$ cat config.mk
export PLATFORM = sky130hd
export DESIGN_NAME = ram_arbiter_flat
export DESIGN_NICKNAME = d
export VERILOG_FILES = /design/src/rtl/ram_arbiter_pkg.sv /design/src/rtl/ram_arbiter_if.sv /design/src/rtl/ram_arbiter_rr_pick.sv /design/src/rtl/ram_arbiter.sv /design/src/flat_wrapper.sv
export SDC_FILE = /design/constraint.sdc
export NUM_CORES = 1
export LEC_CHECK = 0
export BUFFER_PORTS_ARGS = -buffer_cell sky130_fd_sc_hd__buf_2
export CAP_MARGIN = 10
export CORE_UTILIZATION = 45
export DETAILED_ROUTE_END_ITERATION = 8
export GPL_TIMING_DRIVEN = 0
export PLACE_DENSITY = 0.87
export SLEW_MARGIN = 20
export SYNTH_ARGS = -nofsm -noshare
export SYNTH_HDL_FRONTEND = slang
export SYNTH_SLANG_ARGS = --single-unit
$ cat constraint.sdc
create_clock -name clk -period 4 [get_ports clk]
set_input_delay 0.8 -clock clk [delete_from_list [all_inputs] [get_ports clk]]
set_output_delay 0.8 -clock clk [all_outputs]
set_load 0.02 [all_outputs]
$ cat src/rtl/ram_arbiter_pkg.sv
// Shared types and encodings for the RAM arbiter: FSM states, requester
// indices and the captured access beat.
package ram_arbiter_pkg;
  localparam int DW = 8;

  localparam int REQ_CPU    = 0;
  localparam int REQ_LOADER = 1;
  localparam int REQ_OUT    = 2;

  typedef enum logic [1:0] {
    ARB_IDLE  = 2'd0,
    ARB_GRANT = 2'd1,
    ARB_DATA  = 2'd2
  } arb_state_e;

  typedef struct packed {
    logic          we;
    logic [DW-1:0] addr;
    logic [DW-1:0] wdata;
  } beat_t;

  function automatic int idx_w(input int n);
    return (n > 1) ? $clog2(n) : 1;
  endfunction
endpackage

$ cat src/rtl/ram_arbiter_if.sv
// Requester-side and RAM-side pins of the arbiter, bundled for port lists.
interface ram_arbiter_if #(parameter int N = 3);
  logic [N-1:0]      req;
  logic [N-1:0]      we;
  logic [N-1:0]      lock;
  logic [N-1:0][7:0] addr;
  logic [N-1:0][7:0] wdata;
  logic [N-1:0]      gnt;
  logic [N-1:0]      rvalid;
  logic [7:0]        rdata;
  logic [7:0]        ram_addr;
  logic              ram_we;
  logic [7:0]        ram_wdata;
  logic [7:0]        ram_rdata;

  modport slave (
    input  req, we, lock, addr, wdata, ram_rdata,
    output gnt, rvalid, rdata, ram_addr, ram_we, ram_wdata
  );

  modport master (
    output req, we, lock, addr, wdata, ram_rdata,
    input  gnt, rvalid, rdata, ram_addr, ram_we, ram_wdata
  );
endinterface

$ cat src/rtl/ram_arbiter_rr_pick.sv
// Round-robin picker: first eligible requester after last_i, circularly.
module ram_arbiter_rr_pick #(
  parameter int N  = 3,
  parameter int IW = 2
) (
  input  logic [N-1:0]  req_i,
  input  logic [N-1:0]  mask_i,
  input  logic [IW-1:0] last_i,
  output logic [N-1:0]  win_oh_o,
  output logic [IW-1:0] win_idx_o,
  output logic          any_o
);
  logic [N-1:0] elig;

  assign elig = req_i & mask_i;

  always_comb begin
    int c;
    win_oh_o  = '0;
    win_idx_o = '0;
    any_o     = 1'b0;
    c         = 0;
    for (int k = 1; k <= N; k++) begin
      c = int'(last_i) + k;
      if (c >= N) c = c - N;
      if (!any_o && elig[c]) begin
        any_o       = 1'b1;
        win_idx_o   = IW'(c);
        win_oh_o[c] = 1'b1;
      end
    end
  end
endmodule

$ cat src/rtl/ram_arbiter.sv
// Round-robin owner of the single-port RAM, with a bounded lock so one
// requester can issue back-to-back beats.
module ram_arbiter #(
  parameter int N        = 3,
  parameter int MAX_LOCK = 4
) (
  input  logic          clk,
  input  logic          rst_n,
  ram_arbiter_if.slave  bus
);
  import ram_arbiter_pkg::*;

  localparam int IW = idx_w(N);
  localparam int CW = idx_w(MAX_LOCK);

  arb_state_e    state_q, state_d;
  logic [IW-1:0] owner_q, owner_d;
  logic [IW-1:0] last_q, last_d;
  logic [CW-1:0] cnt_q, cnt_d;
  beat_t         beat_q, beat_d;

  logic [N-1:0]  owner_oh, mask, win_oh, sel_oh;
  logic [IW-1:0] win_idx;
  logic          win_any, own_hold, keep, arb;

  always_comb begin
    owner_oh          = '0;
    owner_oh[owner_q] = 1'b1;
  end

  assign own_hold = bus.lock[owner_q] & bus.req[owner_q];
  assign keep     = own_hold && (int'(cnt_q) < MAX_LOCK - 1);

  // An owner that used up its lock budget steps aside once if anyone else waits.
  assign mask = (state_q == ARB_DATA && own_hold && !keep && |(bus.req & ~owner_oh))
              ? ~owner_oh : {N{1'b1}};

  ram_arbiter_rr_pick #(.N(N), .IW(IW)) u_rr_pick (
    .req_i     (bus.req),
    .mask_i    (mask),
    .last_i    (last_q),
    .win_oh_o  (win_oh),
    .win_idx_o (win_idx),
    .any_o     (win_any)
  );

  always_ff @(posedge clk or negedge rst_n) begin
    if (!rst_n) begin
      state_q <= ARB_IDLE;
      owner_q <= '0;
      last_q  <= IW'(N - 1);
      cnt_q   <= '0;
      beat_q  <= '0;
    end else begin
      state_q <= state_d;
      owner_q <= owner_d;
      last_q  <= last_d;
      cnt_q   <= cnt_d;
      beat_q  <= beat_d;
    end
  end

  always_comb begin
    state_d = state_q;
    owner_d = owner_q;
    last_d  = last_q;
    cnt_d   = cnt_q;
    arb     = 1'b0;
    sel_oh  = '0;
    case (state_q)
      ARB_IDLE:  arb = win_any;
      ARB_GRANT: state_d = ARB_DATA;
      ARB_DATA: begin
        if (keep) begin
          state_d = ARB_GRANT;
          cnt_d   = cnt_q + CW'(1);
          sel_oh  = owner_oh;
        end else begin
          cnt_d = '0;
          arb   = win_any;
          if (!win_any) state_d = ARB_IDLE;
        end
      end
      default: state_d = ARB_IDLE;
    endcase
    if (arb) begin
      state_d = ARB_GRANT;
      owner_d = win_idx;
      last_d  = win_idx;
      sel_oh  = win_oh;
    end
    // The beat is latched on entry to GRANT so the RAM pins hold afterwards.
    beat_d = beat_q;
    if (|sel_oh) begin
      beat_d = '0;
      for (int i = 0; i < N; i++)
        if (sel_oh[i]) beat_d = '{we: bus.we[i], addr: bus.addr[i], wdata: bus.wdata[i]};
    end
  end

  always_comb begin
    bus.gnt    = '0;
    bus.rvalid = '0;
    if (state_q == ARB_GRANT) bus.gnt[owner_q] = 1'b1;
    if (state_q == ARB_DATA && !beat_q.we) bus.rvalid[owner_q] = 1'b1;
    bus.ram_we    = (state_q == ARB_GRANT) & beat_q.we;
    bus.ram_addr  = beat_q.addr;
    bus.ram_wdata = beat_q.wdata;
  end

  assign bus.rdata = bus.ram_rdata;
endmodule

$ cat src/flat_wrapper.sv
// flat-port wrapper written by rule: the top's interface ports become plain ports
module ram_arbiter_flat import ram_arbiter_pkg::*;
#(
  parameter int N        = 3,
  parameter int MAX_LOCK = 4
)
  (clk, rst_n, bus_req, bus_we, bus_lock, bus_addr, bus_wdata, bus_ram_rdata, bus_gnt, bus_rvalid, bus_rdata, bus_ram_addr, bus_ram_we, bus_ram_wdata);
  ram_arbiter_if #(.N(N)) bus_i ();
  input  logic clk;
  input  logic rst_n;
  input wire logic [$bits(bus_i.req)-1:0] bus_req;
  input wire logic [$bits(bus_i.we)-1:0] bus_we;
  input wire logic [$bits(bus_i.lock)-1:0] bus_lock;
  input wire logic [$bits(bus_i.addr)-1:0] bus_addr;
  input wire logic [$bits(bus_i.wdata)-1:0] bus_wdata;
  input wire logic [$bits(bus_i.ram_rdata)-1:0] bus_ram_rdata;
  output wire logic [$bits(bus_i.gnt)-1:0] bus_gnt;
  output wire logic [$bits(bus_i.rvalid)-1:0] bus_rvalid;
  output wire logic [$bits(bus_i.rdata)-1:0] bus_rdata;
  output wire logic [$bits(bus_i.ram_addr)-1:0] bus_ram_addr;
  output wire logic [$bits(bus_i.ram_we)-1:0] bus_ram_we;
  output wire logic [$bits(bus_i.ram_wdata)-1:0] bus_ram_wdata;
  assign bus_i.req = bus_req;
  assign bus_i.we = bus_we;
  assign bus_i.lock = bus_lock;
  assign bus_i.addr = bus_addr;
  assign bus_i.wdata = bus_wdata;
  assign bus_i.ram_rdata = bus_ram_rdata;
  assign bus_gnt = bus_i.gnt;
  assign bus_rvalid = bus_i.rvalid;
  assign bus_rdata = bus_i.rdata;
  assign bus_ram_addr = bus_i.ram_addr;
  assign bus_ram_we = bus_i.ram_we;
  assign bus_ram_wdata = bus_i.ram_wdata;
  ram_arbiter #(.N(N), .MAX_LOCK(MAX_LOCK)) u_core (.clk(clk), .rst_n(rst_n), .bus(bus_i));
endmodule
# Word-level counts from Yosys, hierarchy flattened

Index checks and enable logic that the tools add are counted.

Muxes and demuxes: 49
Bitwise gates (word level): 7
Order comparisons: 12
Reduce and logical (&&, ||, !) cells: 19
Equal/unequal tests: 4
Add/sub/neg operators: 7

Operators by type and width:

| kind                                                  | number |
|---|---|
| >= comparator 32 x 1 -> 1 bit (second input constant) | 3 |
| < comparator 32 x 4 -> 1 bit (second input constant)  | 3 |
| two-way mux 32 bit                                    | 3 |
| two-way mux 17 bit                                    | 3 |
| two-way mux 3 bit                                     | 9 |
| two-way mux 1 bit                                     | 16 |
| two-way mux 2 bit                                     | 7 |
| subtractor 3 x 2 -> 4 bit (second input constant)     | 3 |
| logical AND 1 bit                                     | 11 |
| binary-select mux 1 bit (select 2 bit)                | 5 |
| >= comparator 3 x 2 -> 1 bit (second input constant)  | 3 |
| demux 1 bit (select 2 bit)                            | 4 |
| adder 2 x 2 -> 3 bit (second input constant)          | 2 |
| bitwise AND 3 bit                                     | 2 |
| bitwise OR 3 bit                                      | 2 |
| one-hot mux 2 bit (3 select lines)                    | 1 |
| OR reduction 3 bit                                    | 2 |
| logical NOT 1 bit                                     | 4 |
| inequality test 4 bit (second input constant)         | 1 |
| adder 2 x 1 -> 3 bit (second input constant)          | 1 |
| < comparator 2 x 3 -> 1 bit (second input constant)   | 1 |
| NOT 3 bit                                             | 1 |
| adder 2 x 1 -> 2 bit (second input constant)          | 1 |
| bitwise AND 1 bit                                     | 2 |
| other kinds (8)                                       | 8 |

Input bits: 67
Register bits after elaboration: 25
Logic and storage cells: 105
Output and inout bits: 31

# Logic depth before layout (Yosys ltp)

Word-level depth: 26
Gate-level depth with buffers: 14

# Modules after synthesis

Synthesis repeated with hierarchy kept, for this count alone.

Cell total of the unflattened synthesis: 205
Area total of the unflattened synthesis: 2023.2 µm²

Modules (own cells, without submodules):

| module              | cells an instance | area an instance (µm²) | times used |
|---|---|---|---|
| ram_arbiter         | 151               | 1630.3                 | 1 |
| ram_arbiter_rr_pick | 54                | 392.9                  | 1 |

# Worst setup path before layout

No wires, ideal clock.

Path kind: input to register
From: input port bus_req[2]
To: register u_core.beat_q, in the netlist u_core.bus.ram_wdata[1]
Stages on the path: 11
Required time: 3.873 ns
Data arrival time: 2.869 ns
Path slack: 1.004 ns
Path buffers: 3
Cells stage by stage: nor4b_2 a211o_2 o21ai_1 o311a_2 o22a_1 o32ai_2 buf_6 and2_4 buf_6 buf_6 a31oi_1

Word-level cells in the longest chain between the ends: 25
Elaborated cells between the ends (all ways): 42
Classes of those cells: mux (26); bitwise (5); reduce/logical (11)

Ends and longest elaborated chain:

| item                                    | line                      | text |
|---|---|---|
| start, declared                         | flat_wrapper.sv:11        | `input wire logic [$bits(bus_i.req)-1:0] bus_req;` |
| binary-select mux 1 bit (select 2 bit)  | ram_arbiter.sv:31         | `assign own_hold = bus.lock[owner_q] & bus.req[owner_q];` |
| two-way mux 1 bit (implied by the code) | ram_arbiter.sv:31         |  |
| bitwise AND 1 bit                       | ram_arbiter.sv:31         |  |
| logical AND 1 bit                       | ram_arbiter.sv:32         | `assign keep = own_hold && (int'(cnt_q) < MAX_LOCK - 1);` |
| logical NOT 1 bit                       | ram_arbiter.sv:35         | `assign mask = (state_q == ARB_DATA && own_hold && !keep && \|(bus.req & ~owner_oh))` |
| logical AND 1 bit (2 in a row)          | ram_arbiter.sv:35         |  |
| two-way mux 3 bit                       | ram_arbiter.sv:36         | `? ~owner_oh : {N{1'b1}};` |
| bitwise AND 3 bit                       | ram_arbiter_rr_pick.sv:15 | `assign elig = req_i & mask_i;` |
| [6 not listed]                          | --                        |  |
| two-way mux 1 bit                       | ram_arbiter_rr_pick.sv:26 | `if (!any_o && elig[c]) begin` |
| logical NOT 1 bit                       | ram_arbiter_rr_pick.sv:26 |  |
| logical AND 1 bit                       | ram_arbiter_rr_pick.sv:26 |  |
| two-way mux 1 bit                       | ram_arbiter_rr_pick.sv:26 |  |
| two-way mux 1 bit                       | ram_arbiter.sv:74         | `if (keep) begin` |
| one-hot mux 1 bit (2 select lines)      | ram_arbiter.sv:70         | `case (state_q)` |
| two-way mux 3 bit (*)                   | ram_arbiter.sv:86         | `if (arb) begin` |
| two-way mux 17 bit (3 in a row)         | ram_arbiter.sv:97         | `if (sel_oh[i]) beat_d = '{we: bus.we[i], addr: bus.addr[i], wdata: bus.wdata[i]};` |
| end signal, assigned                    | ram_arbiter.sv:59         | `beat_q <= beat_d;` |
| end, declared                           | ram_arbiter.sv:20         | `beat_t beat_q, beat_d;` |

Mark *: on every way between the ends. The rest lies on a longest branch, timed or not. The select of a mux whose other input is x is not followed.
A chain may end at the register's enable or synchronous reset.

# Final worst setup path

From: register u_core.last_q[0]
To: register u_core.beat_q, in the netlist u_core.bus.ram_addr[7]

Word-level cells in the longest chain between the ends: 19
Elaborated cells between the ends (all ways): 55
Classes of those cells: add/sub (6); order compare (9); mux (30); bitwise (2); reduce/logical (8)

Ends and longest elaborated chain:

| item                                                                   | line              | text |
|---|---|---|
| start, declared                                                        | ram_arbiter.sv:18 | `logic [IW-1:0] last_q, last_d;` |
| start signal, assigned                                                 | ram_arbiter.sv:51 | `last_q <= IW'(N - 1);` |
| start signal, assigned                                                 | ram_arbiter.sv:57 | `last_q <= last_d;` |
| branches (longest 15 deep; another with >= comparator 32 x 1 -> 1 bit) | --                |  |
| two-way mux 3 bit (*)                                                  | ram_arbiter.sv:86 |  |
| two-way mux 17 bit (3 in a row)                                        | ram_arbiter.sv:97 |  |

Mark *: on every way between the ends. The select of a mux whose other input is x is not followed.

==> results.yml <==
timing:
  setup_violations: 0
  rsz0062_at_grt: "false"
  final-hold-violation-count: 0
  min_period_ps: 3608
  tightest_slew_ps: 807.0
  fin_skew_ps: 5.802
  clock.fmax_ghz: 0.2772
  period_share: 0.9019
  fin_tns_setup_ps: 0
  slew-limit-headroom: 0.4596
  slew_violations: 0
pwr:
  ir_worst_vdd_v: 0.0004984
  p_leak_nw: 1.535
  p_total_mw: 2.936
  power_density_nw_per_um2: 934.5
detailed_routing:
  post-route-drc-count: 0
  ant_nets: 0
  drt_iter0_drc: 199
  viasPerCell: 5.792
  via_count: 2647
  wirelength_um: 7131
  firstDrtPassIters: 4
  wl_per_cell_um: 15.60
synth:
  syn_inst: 294
  yosysTopAreaCell: "dfrtp_1"
  ys_seq_elements: 24
  synth.area.top_cells: "dfrtp_1, buf_4, mux2i_1, o2111ai_1, nand3b_1"
  yosysSeqAreaShare: 0.2372
  async_flop_share: 1.000
  syn-num-nets: 370
  synthDistinctLibCells: 56
  yosysWarnings: 0
  synth_area_um2: 2537
  ys.flop_type: "dfrtp_1"
  yosys-top-cells-count: "buf_4, dfrtp_1, inv_1"
  synth_edf_count: 0
  avgSynthCellArea_um2: 8.631
  synth_top_area_share: 0.2268
  yosysMostFrequentCell: "buf_4"
clocking:
  cts.clk_slew.worst_paths_ps: 100
  cts.sinks: 24
  clk_latency_ps: 280
  cts_root_buffer: "clkbuf_8"
  cts_hold_buf: 0
  h-tree-depth: 1
  tritoncts: "yes"
  cts-resized-gates: 0
  cts_setup_buffers: 0
  cts_made_buffers: 3
  cts_buffer_depth: 2
min_path:
  hp-class: "in -> async"
die:
  io_pins: 98
  core_um2: 5270
  rows: 26
  dieWidth_um: 77.09
  die_area_um2: 5943
  floorplan.initialDensity: 0.4815
  fp.dieH_um: 77.09
final_layout:
  drive_gt1_frac: 0.3850
  areaGrowthSynthToFinish_pct: 23.82
  diodes: 0
  nNetsFinal: 464
placement:
  port_buffers: 89
  dp_hpwl_um: 5413
  place.gp.congestion: 0.8828
worst_setup_path:
  reg2reg_depth: 10
  end_kind: "flip-flop"
  worst_r2r_startpoint: "u_core.last_q[0]"
  cp_max_fo: 10
  critPathKind: "reg -> reg"
  arrival_ps: 3770
  critPathLaunch: "u_core.last_q[0]"
  cp.required_ps: 4160
  start_kind: "flip-flop"
global_routing:
  grt_pass1_wl_um: 11690
  grt.overflow.total: 0
  antenna_found_initial: 0
  grt_max_degree: 25
  grt_util_all_layers: 0.2421
  first_global_vias: 2520
run_status:
  outcome: "finished, final reports clean"
flow_run:
  cap_violations: 0
==> sequential cells by signal, indices dropped and copies added, names as in the netlist <==
register and count:
u_core.state_q 2, u_core.last_q 2, u_core.bus.ram_addr 8, u_core.beat_q 1, u_core.bus.ram_wdata 8, u_core.cnt_q 2, u_core.owner_q 1
==> kinds of logic (layout without fill, tap and decap cells) <==
| group | count (synthesis) | count (layout) | share of synthesized area |
|---|---|---|---|
| AOI/OAI and AO/OA | 99 | 99 | 0.2978 |
| adders and majority gates | 9 | 9 | 0.04438 |
| buffers and inverters | 66 | 159 | 0.1558 |
| DFF | 24 | 24 | 0.2372 |
| muxes | 20 | 20 | 0.07939 |
| and+or+nand+nor | 76 | 76 | 0.1854 |
==> path summary, 6_finish.rpt <==
check / end / slack (ps)
worst max-delay path: u_core.bus.ram_addr[7] / 390
worst min-delay path: u_core.bus.ram_wdata[0] / 490
worst max register to register: u_core.bus.ram_addr[7] / 390
worst min register to register: u_core.cnt_q[1] / 510
max in group asynchronous: u_core.last_q[1] / 3120
min in group clk: u_core.cnt_q[1] / 510
==> stage by stage <==
stage                     hold slack (ps)  cell area, µm²  std cells    util  worst slack (ps)
after CTS                           512.2            3142        457  0.5962             477.4
after global routing                520.8            3142        457  0.5962             123.1
after global placement              476.3            3070        453  0.5826             535.7
after detailed placement            493.4            3070        453  0.5826             355.1
final                               491.9            3142        457  0.5962             392.4
after floorplan                     458.7            2537        294       -              1004
==> layer usage <==
metal | track usage | up-vias | routed length [µm]
met4 | 0.09434 | 0 | 180
met1 | 0.3066 | 1266 | 3042
li1 | - | 1255 | -
met5 | 0 | - | 0
met3 | 0.03333 | 26 | 345
met2 | 0.4143 | 100 | 3563
==> area by class of cell <==
| type | instances | area (µm²) |
|---|---|---|
| fillers | 494 | 2128 |
| multi-input cells | 204 | 1540 |
| flip-flops and latches | 24 | 601.8 |
| repair buffers | 89 | 445.4 |
| plain buffers | 43 | 309.0 |
| well taps | 70 | 87.58 |
| inverters | 23 | 86.33 |
| clock buffers | 3 | 41.29 |
| clock inverters | 1 | 30.03 |
==> worst max-delay path, cell delays in order, from the launching register on <==
cell and delay (ps):
dfrtp_1 520, buf_2 290, inv_1 150, ha_1 380, clkbuf_1 410, o311a_2 370
o21ai_4 130, a2111oi_4 570, clkbuf_1 380, nand3b_1 180, a31oi_1 100
==> power by group <==
part / leakage, nW / switching [mW] / internal [mW]
Combinational: 1.22 / 1.29 / 0.962
Clock: 0.0357 / 0.0882 / 0.134
Sequential: 0.279 / 0.0793 / 0.385
==> layout by cell type (no fill, tap or decap), drive strengths merged, types with 6 or more instances in the layout <==
master	instances
nand3	6
and2	6
dfrtp	23
a21oi	8
inv	23
clkbuf	10
nor2	13
o21ai	28
ha	9
nand2	10
o2111ai	17
buf	125
o211ai	6
nand3b	18
mux2i	19
a31oi	17
No activity file was read; power rests on OpenSTA's default activity.
